==> src/rtl/backprop_pkg.sv <==
// Shared definitions for the backprop datapath: FSM state encoding, width
// helpers and saturation limits.
//   Optional feature macro used by the consumers of this package:
//   WEIGHT_DELTA_SATURATE_EN (clamp overflowing cells instead of wrapping).
package backprop_pkg;

   typedef logic [1:0] state_t;

   localparam state_t ST_IDLE = 2'd0;
   localparam state_t ST_LOAD = 2'd1;
   localparam state_t ST_EMIT = 2'd2;

   // Ceiling log2, never below 1 so that a single-entry index still has a bit.
   function automatic int unsigned clog2(input int unsigned n);
      int unsigned r;
      r = 0;
      for (int unsigned k = 0; k < 32; k++) begin
         if ((64'd1 << k) < 64'(n)) r = k + 1;
      end
      return (r == 0) ? 1 : r;
   endfunction

   // Width of signed(delta) * signed({1'b0, activation}) without loss.
   function automatic int unsigned prod_width(input int unsigned dw, input int unsigned aw);
      return dw + aw + 1;
   endfunction

   // Largest positive value of a w-bit two's-complement cell.
   function automatic longint sat_max(input int unsigned w);
      return (longint'(1) <<< (w - 1)) - longint'(1);
   endfunction

   // Most negative value of a w-bit two's-complement cell.
   function automatic longint sat_min(input int unsigned w);
      return -(longint'(1) <<< (w - 1));
   endfunction

endpackage

==> src/rtl/delta_row_mult.sv <==
// One delta cell times the whole a_prev vector, scaled by the learning-rate
// shift and narrowed to the weight cell width (wrap, or clamp when
// WEIGHT_DELTA_SATURATE_EN is defined).
//   delta_cell_i : signed delta cell
//   a_prev_i     : unsigned activation vector, cell j at [j*AW +: AW]
//   cells_o      : signed result cells, cell j at [j*WW +: WW]
//   ovf_o        : OR of per-cell overflow
module delta_row_mult
   import backprop_pkg::*;
#(
   parameter int unsigned INPUT_NUM         = 4,
   parameter int unsigned DELTA_CELL_WIDTH  = 10,
   parameter int unsigned ACTIVATION_WIDTH  = 9,
   parameter int unsigned WEIGHT_CELL_WIDTH = 16,
   parameter int unsigned FRACTION_WIDTH    = 0,
   parameter int unsigned LR_SHIFT          = 2
) (
   input  logic [DELTA_CELL_WIDTH-1:0]            delta_cell_i,
   input  logic [INPUT_NUM*ACTIVATION_WIDTH-1:0]  a_prev_i,
   output logic [INPUT_NUM*WEIGHT_CELL_WIDTH-1:0] cells_o,
   output logic                                   ovf_o
);

   localparam int unsigned DW = DELTA_CELL_WIDTH;
   localparam int unsigned AW = ACTIVATION_WIDTH;
   localparam int unsigned WW = WEIGHT_CELL_WIDTH;
   localparam int unsigned PW = prod_width(DW, AW);
   localparam int unsigned SH = FRACTION_WIDTH + LR_SHIFT;

`ifdef WEIGHT_DELTA_SATURATE_EN
   localparam logic [WW-1:0] SAT_MAX = WW'(sat_max(WW));
   localparam logic [WW-1:0] SAT_MIN = WW'(sat_min(WW));
`endif

   logic [INPUT_NUM-1:0] ovf_vec;

   for (genvar j = 0; j < INPUT_NUM; j++) begin : g_cell
      logic [AW-1:0]        a_cell;
      logic signed [PW-1:0] prod;
      logic signed [PW-1:0] shifted;
      logic                 ovf;
      logic [WW-1:0]        wrapped;

      assign a_cell  = a_prev_i[j*AW +: AW];
      // Activation is unsigned: zero-extend by one bit before the signed multiply.
      assign prod    = PW'($signed(delta_cell_i)) * PW'($signed({1'b0, a_cell}));
      assign shifted = prod >>> SH;
      assign wrapped = WW'(shifted);

      // Fits in WW bits only if all bits from the WW-1 sign position upward agree.
      if (PW > WW) begin : g_ovf
         assign ovf = ~((&shifted[PW-1:WW-1]) | ~(|shifted[PW-1:WW-1]));
      end else begin : g_no_ovf
         assign ovf = 1'b0;
      end

`ifdef WEIGHT_DELTA_SATURATE_EN
      assign cells_o[j*WW +: WW] = ovf ? (shifted[PW-1] ? SAT_MIN : SAT_MAX) : wrapped;
`else
      assign cells_o[j*WW +: WW] = wrapped;
`endif
      assign ovf_vec[j] = ovf;
   end

   assign ovf_o = |ovf_vec;

endmodule

==> src/rtl/weight_delta_generator.sv <==
// Builds dW[i][j] = (delta[i]*a_prev[j]) >>> (FRACTION_WIDTH+LR_SHIFT) and
// streams it one neuron row per beat toward the weight memory updater.
// Optional macro: WEIGHT_DELTA_SATURATE_EN (clamp instead of wrap on overflow).
//   clk, rst                 : clock, synchronous active-high reset
//   delta/_valid/_ready      : delta vector operand
//   a_prev/_valid/_ready     : previous-layer activation operand
//   row/_index/_last/_valid/_ready : dW row stream
//   error                    : overflow in some cell of the current row
module weight_delta_generator
   import backprop_pkg::*;
#(
   parameter int unsigned NEURON_NUM        = 5,
   parameter int unsigned INPUT_NUM         = 4,
   parameter int unsigned DELTA_CELL_WIDTH  = 10,
   parameter int unsigned ACTIVATION_WIDTH  = 9,
   parameter int unsigned WEIGHT_CELL_WIDTH = 16,
   parameter int unsigned FRACTION_WIDTH    = 0,
   parameter int unsigned LR_SHIFT          = 2
) (
   input  logic                                   clk,
   input  logic                                   rst,
   input  logic [NEURON_NUM*DELTA_CELL_WIDTH-1:0] delta,
   input  logic                                   delta_valid,
   output logic                                   delta_ready,
   input  logic [INPUT_NUM*ACTIVATION_WIDTH-1:0]  a_prev,
   input  logic                                   a_prev_valid,
   output logic                                   a_prev_ready,
   output logic [INPUT_NUM*WEIGHT_CELL_WIDTH-1:0] row,
   output logic [clog2(NEURON_NUM)-1:0]           row_index,
   output logic                                   row_last,
   output logic                                   row_valid,
   input  logic                                   row_ready,
   output logic                                   error
);

   localparam int unsigned DW  = DELTA_CELL_WIDTH;
   localparam int unsigned RIW = clog2(NEURON_NUM);
   localparam int unsigned DVW = NEURON_NUM * DELTA_CELL_WIDTH;
   localparam int unsigned AVW = INPUT_NUM * ACTIVATION_WIDTH;
   localparam int unsigned RW  = INPUT_NUM * WEIGHT_CELL_WIDTH;
   localparam logic [RIW-1:0] LAST_IDX = RIW'(NEURON_NUM - 1);

   state_t state_q, state_d;

   logic           have_delta_q, have_delta_d;
   logic           have_a_q, have_a_d;
   logic [DVW-1:0] delta_q, delta_d;
   logic [AVW-1:0] a_q, a_d;
   logic [RIW-1:0] row_cnt_q, row_cnt_d;
   logic [RW-1:0]  row_q, row_d;
   logic           row_last_q, row_last_d;
   logic           row_valid_q, row_valid_d;
   logic           error_q, error_d;

   logic           delta_fire, a_fire;
   logic [RIW-1:0] next_cnt, mult_sel;
   logic [DW-1:0]  mult_delta;
   logic [RW-1:0]  mult_row;
   logic           mult_ovf;

   // State register
   always_ff @(posedge clk) begin
      if (rst) state_q <= ST_IDLE;
      else     state_q <= state_d;
   end

   // Next-state logic
   always_comb begin
      state_d = state_q;
      case (state_q)
         ST_IDLE: if (have_delta_q && have_a_q)   state_d = ST_LOAD;
         ST_LOAD:                                 state_d = ST_EMIT;
         ST_EMIT: if (row_ready && row_last_q)    state_d = ST_IDLE;
         default:                                 state_d = ST_IDLE;
      endcase
   end

   // FSM outputs: operand readys, held low during reset and outside IDLE
   always_comb begin
      delta_ready  = 1'b0;
      a_prev_ready = 1'b0;
      if (!rst && state_q == ST_IDLE) begin
         delta_ready  = !have_delta_q;
         a_prev_ready = !have_a_q;
      end
   end

   assign delta_fire = delta_valid  & delta_ready;
   assign a_fire     = a_prev_valid & a_prev_ready;

   // LOAD computes row 0; EMIT precomputes the row after the current one.
   assign next_cnt = row_cnt_q + RIW'(1);
   assign mult_sel = (state_q == ST_LOAD) ? '0 : next_cnt;

   // Select the delta cell feeding the shared row multiplier
   always_comb begin
      mult_delta = '0;
      for (int i = 0; i < NEURON_NUM; i++) begin
         if (mult_sel == RIW'(i)) mult_delta = delta_q[i*DW +: DW];
      end
   end

   delta_row_mult #(
      .INPUT_NUM         (INPUT_NUM),
      .DELTA_CELL_WIDTH  (DELTA_CELL_WIDTH),
      .ACTIVATION_WIDTH  (ACTIVATION_WIDTH),
      .WEIGHT_CELL_WIDTH (WEIGHT_CELL_WIDTH),
      .FRACTION_WIDTH    (FRACTION_WIDTH),
      .LR_SHIFT          (LR_SHIFT)
   ) u_row_mult (
      .delta_cell_i (mult_delta),
      .a_prev_i     (a_q),
      .cells_o      (mult_row),
      .ovf_o        (mult_ovf)
   );

   // Operand capture, row counter and output row next-state
   always_comb begin
      have_delta_d = have_delta_q;
      have_a_d     = have_a_q;
      delta_d      = delta_q;
      a_d          = a_q;
      row_cnt_d    = row_cnt_q;
      row_d        = row_q;
      row_last_d   = row_last_q;
      row_valid_d  = row_valid_q;
      error_d      = error_q;

      case (state_q)
         ST_IDLE: begin
            if (delta_fire) begin
               delta_d      = delta;
               have_delta_d = 1'b1;
            end
            if (a_fire) begin
               a_d      = a_prev;
               have_a_d = 1'b1;
            end
            // Flags are released on the way out; operands stay in delta_q/a_q.
            if (have_delta_q && have_a_q) begin
               have_delta_d = 1'b0;
               have_a_d     = 1'b0;
               row_cnt_d    = '0;
            end
         end
         ST_LOAD: begin
            row_d       = mult_row;
            row_cnt_d   = '0;
            row_last_d  = (NEURON_NUM == 1);
            error_d     = mult_ovf;
            row_valid_d = 1'b1;
         end
         ST_EMIT: begin
            if (row_ready) begin
               if (row_last_q) begin
                  row_valid_d = 1'b0;
               end else begin
                  row_d      = mult_row;
                  row_cnt_d  = next_cnt;
                  row_last_d = (next_cnt == LAST_IDX);
                  error_d    = mult_ovf;
               end
            end
         end
         default: ;
      endcase
   end

   // Datapath registers
   always_ff @(posedge clk) begin
      if (rst) begin
         have_delta_q <= 1'b0;
         have_a_q     <= 1'b0;
         delta_q      <= '0;
         a_q          <= '0;
         row_cnt_q    <= '0;
         row_q        <= '0;
         row_last_q   <= 1'b0;
         row_valid_q  <= 1'b0;
         error_q      <= 1'b0;
      end else begin
         have_delta_q <= have_delta_d;
         have_a_q     <= have_a_d;
         delta_q      <= delta_d;
         a_q          <= a_d;
         row_cnt_q    <= row_cnt_d;
         row_q        <= row_d;
         row_last_q   <= row_last_d;
         row_valid_q  <= row_valid_d;
         error_q      <= error_d;
      end
   end

   assign row       = row_q;
   assign row_index = row_cnt_q;
   assign row_last  = row_last_q;
   assign row_valid = row_valid_q;
   assign error     = error_q;

endmodule

==> config.mk <==
export PLATFORM = sky130hd
export DESIGN_NAME = weight_delta_generator
export DESIGN_NICKNAME = d
export VERILOG_FILES = /design/src/rtl/backprop_pkg.sv /design/src/rtl/delta_row_mult.sv /design/src/rtl/weight_delta_generator.sv
export SDC_FILE = /design/constraint.sdc
export NUM_CORES = 1
export LEC_CHECK = 0
export CAP_MARGIN = 10
export CORE_ASPECT_RATIO = 1.75
export CORE_MARGIN = 1.5
export CORE_UTILIZATION = 45
export DETAILED_ROUTE_END_ITERATION = 10
export PLACE_DENSITY_LB_ADDON = 0.25
export SLEW_MARGIN = 25
export SYNTH_ARGS = -nofsm -noshare
export SYNTH_HDL_FRONTEND = slang
export SYNTH_HIERARCHICAL = 1
export SYNTH_SLANG_ARGS = --single-unit
==> constraint.sdc <==
create_clock -name clk -period 11.2 [get_ports clk]
set_input_delay 2.24 -clock clk [delete_from_list [all_inputs] [get_ports clk]]
set_output_delay 2.24 -clock clk [all_outputs]
set_load 0.01 [all_outputs]
Word level (Yosys, flattened, before mapping)
Cells that the tools add are included.

Register bits after elaboration: 160. Input bits: 91. Output and inout port bits: 72. Word-level logic and storage cells: 102.

Add/sub/neg operators: 1. Multipliers: 4. Equality and inequality tests: 12. Muxes and demuxes: 31. Bitwise logic cells: 14. Reduce and logical (&&, ||, !) cells: 30.

Operators by type and width (number): $mux 64 (2); $pmux 64 s2 (1); $mul 10x10->20 (4); $mux 10 (5); $reduce_and 3->1 (6); $mux 1 (12); $mux 3 (4); $reduce_and 2->1 (6); $reduce_or 3->1 (4); $pmux 3 s3 (1); $ne 2x2->1 const B (4); $not 1->1 (8); $eq 3x2->1 const B (2); $eq 3x3->1 const B (2); $pmux 1 s2 (3); $pmux 2 s3 (1); $reduce_bool 2->1 (3); $mux 2 (2); $or 1x1->1 (4); $reduce_and 4->1 (1); $reduce_or 4->1 (1); $add 3x1->3 const B (1); $eq 3x1->1 const B (1); $logic_and 1x1->1 (3); 8 further kinds (11).

Depth between registers and ports, before layout
Depth in word-level cells: 17. Mapped depth: 32. Depth with buffers taken out: 29.

Modules after synthesis
The synthesis kept the hierarchy.

Modules (own cells, without submodules): delta_row_mult (times used 1, cells an instance 1736, area an instance 14921.8 sq um, seq. area each 0.0 sq um); weight_delta_generator (times used 1, cells an instance 834, area an instance 6744.0 sq um, seq. area each 3203.1 sq um).

Worst setup path after synthesis
OpenSTA, ideal clock, no wires.

Path type: flip-flop to flip-flop. Start point: register row_cnt_q[0], in the netlist row_index[0]. End point: register error_q, in the netlist error. Library setup time: 0.132 ns. Arrival: 7.532 ns. Required time: 11.068 ns. Path slack: 3.536 ns. Cell stages (with the launch flop): 32. Path buffers: 2. Clock period less this slack: 7.664 ns. Cell sequence: dfxtp_1 ha_1 ha_1 nor3b_1 o21ai_0 a41oi_1 clkbuf_1 clkbuf_1 nand2_1 fa_1 inv_1 fa_1 inv_1 fa_1 inv_1 fa_1 inv_1 fa_1 inv_1 ha_1 o21a_1 nor2_1 a21oi_1 a21oi_2 o211a_1 o41ai_2 mux4_2 and2_0 nor4_1 nand4b_1 o21ai_1 a21oi_1.

Word-level cells in the longest chain between the ends: 17. Elaborated cells between the ends (all ways): 40. Those cells by class: add/sub: 1; mul: 4; eq/ne: 4; mux: 9; bitwise: 12; reduce/logical: 10.

RTL lines: from (decl) (RTL line weight_delta_generator.sv:49) `logic [RIW-1:0] row_cnt_q, row_cnt_d;`; from (signal assigned) (RTL line weight_delta_generator.sv:186) `row_cnt_q <= row_cnt_d;`; $add 3x1->3 (*) (RTL line weight_delta_generator.sv:92) `assign next_cnt = row_cnt_q + RIW'(1);`; $mux 3 (*) (RTL line weight_delta_generator.sv:93) `assign mult_sel = (state_q == ST_LOAD) ? '0 : next_cnt;`; $logic_not 3->1 (RTL line weight_delta_generator.sv:99) `if (mult_sel == RIW'(i)) mult_delta = delta_q[i*DW +: DW];`; $mux 10 (4 in series) (RTL line weight_delta_generator.sv:99); $mux 10 (*) (RTL line weight_delta_generator.sv:99); via mult_delta[7] (RTL line weight_delta_generator.sv:57) `logic [DW-1:0] mult_delta;`; $mul 10x10->20 (RTL line delta_row_mult.sv:46) `assign prod = PW'($signed(delta_cell_i)) * PW'($signed({1'b0, a_cell}));`; $reduce_or 3->1 (RTL line delta_row_mult.sv:52) `assign ovf = ~((&shifted[PW-1:WW-1]) | ~(|shifted[PW-1:WW-1]));`; $not 1->1 (RTL line delta_row_mult.sv:52); $or 1x1->1 (RTL line delta_row_mult.sv:52); $not 1->1 (RTL line delta_row_mult.sv:52); $reduce_or 4->1 (*) (RTL line delta_row_mult.sv:65) `assign ovf_o = |ovf_vec;`; $mux 1 (RTL line weight_delta_generator.sv:155) `if (row_last_q) begin`; $mux 1 (RTL line weight_delta_generator.sv:154) `if (row_ready) begin`; $pmux 1 s2 (*) (RTL line weight_delta_generator.sv:129) `case (state_q)`; via error_d (RTL line weight_delta_generator.sv:53) `logic error_q, error_d;`; to (signal assigned) (RTL line weight_delta_generator.sv:190) `error_q <= error_d;`; to (decl) (RTL line weight_delta_generator.sv:53).

Mark *: on every way through the listed nets, which the timed path passes. The rest lies on a longest branch. The select of a mux whose other input is x is not followed. A chain may end at the register's enable or synchronous reset.

Worst setup path after layout
Start point: register state_q[0]. End point: register error_q, in the netlist error.

Word-level cells in the longest chain between the ends: 17. Elaborated cells between the ends (all ways): 45. Those cells by class: mul: 4; eq/ne: 8; mux: 9; bitwise: 12; reduce/logical: 12.

RTL lines: from (decl) (RTL line weight_delta_generator.sv:43) `state_t state_q, state_d;`; from (signal assigned) (RTL line weight_delta_generator.sv:64) `else state_q <= state_d;`; $eq 2x1->1 (*) (RTL line weight_delta_generator.sv:93); $mux 3 (*) (RTL line weight_delta_generator.sv:93); $logic_not 3->1 (RTL line weight_delta_generator.sv:99); $mux 10 (4 in series) (RTL line weight_delta_generator.sv:99); $mux 10 (*) (RTL line weight_delta_generator.sv:99); via mult_delta[3] (RTL line weight_delta_generator.sv:57); $mul 10x10->20 (RTL line delta_row_mult.sv:46); $reduce_or 3->1 (RTL line delta_row_mult.sv:52); $not 1->1 (RTL line delta_row_mult.sv:52); $or 1x1->1 (RTL line delta_row_mult.sv:52); $not 1->1 (RTL line delta_row_mult.sv:52); $reduce_or 4->1 (*) (RTL line delta_row_mult.sv:65); $mux 1 (RTL line weight_delta_generator.sv:155); $mux 1 (RTL line weight_delta_generator.sv:154); $pmux 1 s2 (*) (RTL line weight_delta_generator.sv:129); via error_d (RTL line weight_delta_generator.sv:53).

Marked as above.

==> flow_summary_export.csv <==
group,metric,value,unit
critical_path,critPathKind,"register to register",
detailed_routing,wire_per_inst,18.8,um
layout,final_cell_mix,"inv_1 (433), fa_1 (320), a21oi_1 (203)",
layout,multi_input_area,0.0163,mm2
sta,slew_headroom,0.266,
detailed_routing,num_vias,17800,
min_path,min_path_cells,2,
sta,worst_slew_pin_slew,1.09,ns
place,numPortBuffers,162,
layout,regArea,0.00320,mm2
yosys,post_synth_mux_area_share,0.00196,
min_path,hold_path_class,"register to register",
die,core,0.0476,mm2
yosys,synth_xor_area_frac,0.0364,
place,dpl.hpwl,46800,um
yosys,synth-compound-area-share,0.133,
sta,finalSetupViolCount,0,
critical_path,cp-start-kind,"register",
clock_tree,clk_latency,0.48,ns
yosys,synthAdderAreaFrac,0.398,
sta,finClkSkew,0.0173,ns
clock_tree,post_cts_resize_count,0,
detailed_routing,drt_iter0_markers,738,
critical_path,r2r_slack,1.38,ns
global_routing,antenna_found_initial,1,
yosys,synth_nets,3159,
layout,diodes,0,
yosys,synth_edf_count,0,
clock_tree,post_cts_buffers,0,
sta,fmax,102,MHz
sta,finalCritPeriodShare,0.877,
layout,area_delta_synth_final,12.0,%
global_routing,track_usage,0.252,
global_routing,grt_pass1_vias,19000,
sta,rsz0062_at_grt,"no",
yosys,async_reset_ff_frac,0,
critical_path,cp_data_required_time,11.51,ns
detailed_routing,ant_nets,0,
layout,final_nets,3202,
yosys,ys_types,73,
die,start_util,0.455,
job,cap_violations,0,
layout,drive_gt1_frac,0.0358,
clock_tree,cts_max_level,4,
yosys,syn_area,0.0217,mm2
die,die_y,293,um
sta,tns,0,ns
clock_tree,clk_pin_slew,0.08,ns
pwr,powerDensity,61.8,mW/mm2
yosys,synth_top_family_by_area,"adder cells",
critical_path,critPathMaxStageDelay,0.82,ns
global_routing,grt_pass1_wl,97200,um
clock_tree,root_buffer,"clkbuf_16",
layout,num-fill-cells,4532,
die,io_pins,163,
detailed_routing,dr.pass1.iters,5,
clock_tree,holdBufCountCts,0,
critical_path,reg2reg_depth,26,
critical_path,critPathSlowestCell,"nor2b_4",
yosys,syn_inst,2570,
layout,final_common_cell,"inv_1",
die,die_x,169,um
global_routing,gr-usage-met3,0.0325,
critical_path,cp-end-kind,"register",
yosys,synth_simple_gate_area_frac,0.177,
clock_tree,clkSinkCount,160,
critical_path,arrival,10.13,ns
global_routing,use_met2,0.481,
global_routing,grt.busiest_layer,"met2",
detailed_routing,drt_wl_total,60600,um
yosys,postSynthRegisterBits,160,
sta,drv_slew,0,
place,globalplace.congestion,0.958,
clock_tree,cts_buffer_depth,2,
yosys,synthFlopType,"dfxtp_1",
outcome,outcome,"completed",
layout,post-route-util,0.509,
global_routing,global_route.usage.met1,0.270,
clock_tree,cts_tree,"done",
die,rows,106,
global_routing,gr-total-overflow,0,
pwr,vdd_drop_max,61.5,uV
critical_path,crit_fanout,51,
sta,period_needed,9.82,ns
pwr,p_leak,11.4,nW
yosys,yosysWarnings,6,
die,dieArea,0.0495,mm2
sta,finalHoldViolCount,0,
detailed_routing,viasPerCell,5.53,
global_routing,grt_max_degree,97,
critical_path,worst_path_most_repeated_cell,"fa_1",
clock_tree,cts_buffers,17,
yosys,avgSynthCellArea,8.43,um2
yosys,synth.yosys.seq_area_share,0.148,
detailed_routing,drc,0,
==> per-layer routing <==
layer	routed length [um]	share of wire
met5	13	0.00021
met4	2690	0.044
met3	2710	0.045
met2	32500	0.54
met1	22700	0.37
==> Yosys cell counts, types with 12 or more instances <==
cell / n / area share
inv_1: 433 / 0.075
xnor2_1: 70 / 0.028
o21ai_1: 76 / 0.018
nand2_1: 195 / 0.034
nand4_1: 12 / 0.0035
a21oi_1: 203 / 0.047
nor2b_1: 12 / 0.0035
a21o_1: 15 / 0.0052
and2_1: 185 / 0.053
ha_1: 178 / 0.10
nand2b_1: 12 / 0.0035
fa_1: 320 / 0.30
buf_2: 31 / 0.0072
o21a_1: 12 / 0.0042
dfxtp_1: 160 / 0.15
nor3_1: 23 / 0.0053
or3_1: 12 / 0.0035
nor2_1: 55 / 0.0095
nand4b_1: 13 / 0.0053
nand3_1: 158 / 0.036
xor2_1: 15 / 0.0061
clkbuf_1: 122 / 0.021
o21ai_0: 120 / 0.028
==> state kept, by name, summed over array words and instances (netlist names) <==
name and cells:
row_index 3, have_a_q 1, row_valid 1, row_last 1, a_q 36, state_q 2, have_delta_q 1, row 64
error 1, delta_q 50
==> final cells by class <==
type / instances / share of cell area
clock buffer: 18 / 0.0181
clock inverter: 13 / 0.00480
inverter: 433 / 0.0670
multi-input combinational: 1814 / 0.672
sequential: 160 / 0.132
tap: 594 / 0.0306
timing repair buffer: 187 / 0.0755
==> cell families (layout without fill, tap and decap cells) <==
kind of cell               Yosys count  after routing
adders and majority gates          498            498
xor gates and xnor gates            87             87
muxes                                3              3
AOI/OAI and AO/OA                  499            499
DFF                                160            160
and+or+nand+nor                    727            727
buffers and inverters              596            651
==> worst paths after layout <==
path | end | from
hold reg to reg | row[40]$_SDFFE_PP0P_ | row[40]$_SDFFE_PP0P_
setup reg to reg | error$_SDFFE_PP0P_ | state_q[0]$_SDFFE_PP0P_
setup / recovery | error$_SDFFE_PP0P_ | state_q[0]$_SDFFE_PP0P_
hold / removal | row[40]$_SDFFE_PP0P_ | row[40]$_SDFFE_PP0P_
==> worst max-delay path, delay by kind of cell, from the launching register on <==
kind            cells  cell delay (ns)
buf+inv             5             1.20
compound gates      8             2.20
flops               1             0.71
simple gates        6             2.37
mux                 1             0.57
fa+ha+maj           6             2.59
==> through the flow <==
stage | instances | setup slack (ns) | instance area [um2] | power [mW] | hold WS [ns]
after floorplan | 2570 | 3.54 | 21700 | 0.797 | 0.450
after global placement | 3187 | 1.52 | 23700 | 0.908 | 0.454
after detailed placement | 3187 | 1.36 | 23700 | 0.915 | 0.458
after CTS | 3218 | 1.31 | 24200 | 1.51 | 0.468
after global routing | 3219 | 0.899 | 24300 | 1.56 | 0.483
final | 3219 | 1.38 | 24300 | 1.50 | 0.463
==> power breakdown <==
part	leakage (nW)	internal (mW)	switching (mW)	total (mW)
clock	0.275	0.298	0.298	0.596
combinational	9.83	0.111	0.176	0.287
sequential	1.30	0.586	0.0307	0.617
total	11.4	0.994	0.505	1.50
(Power assumes the default switching activity.)
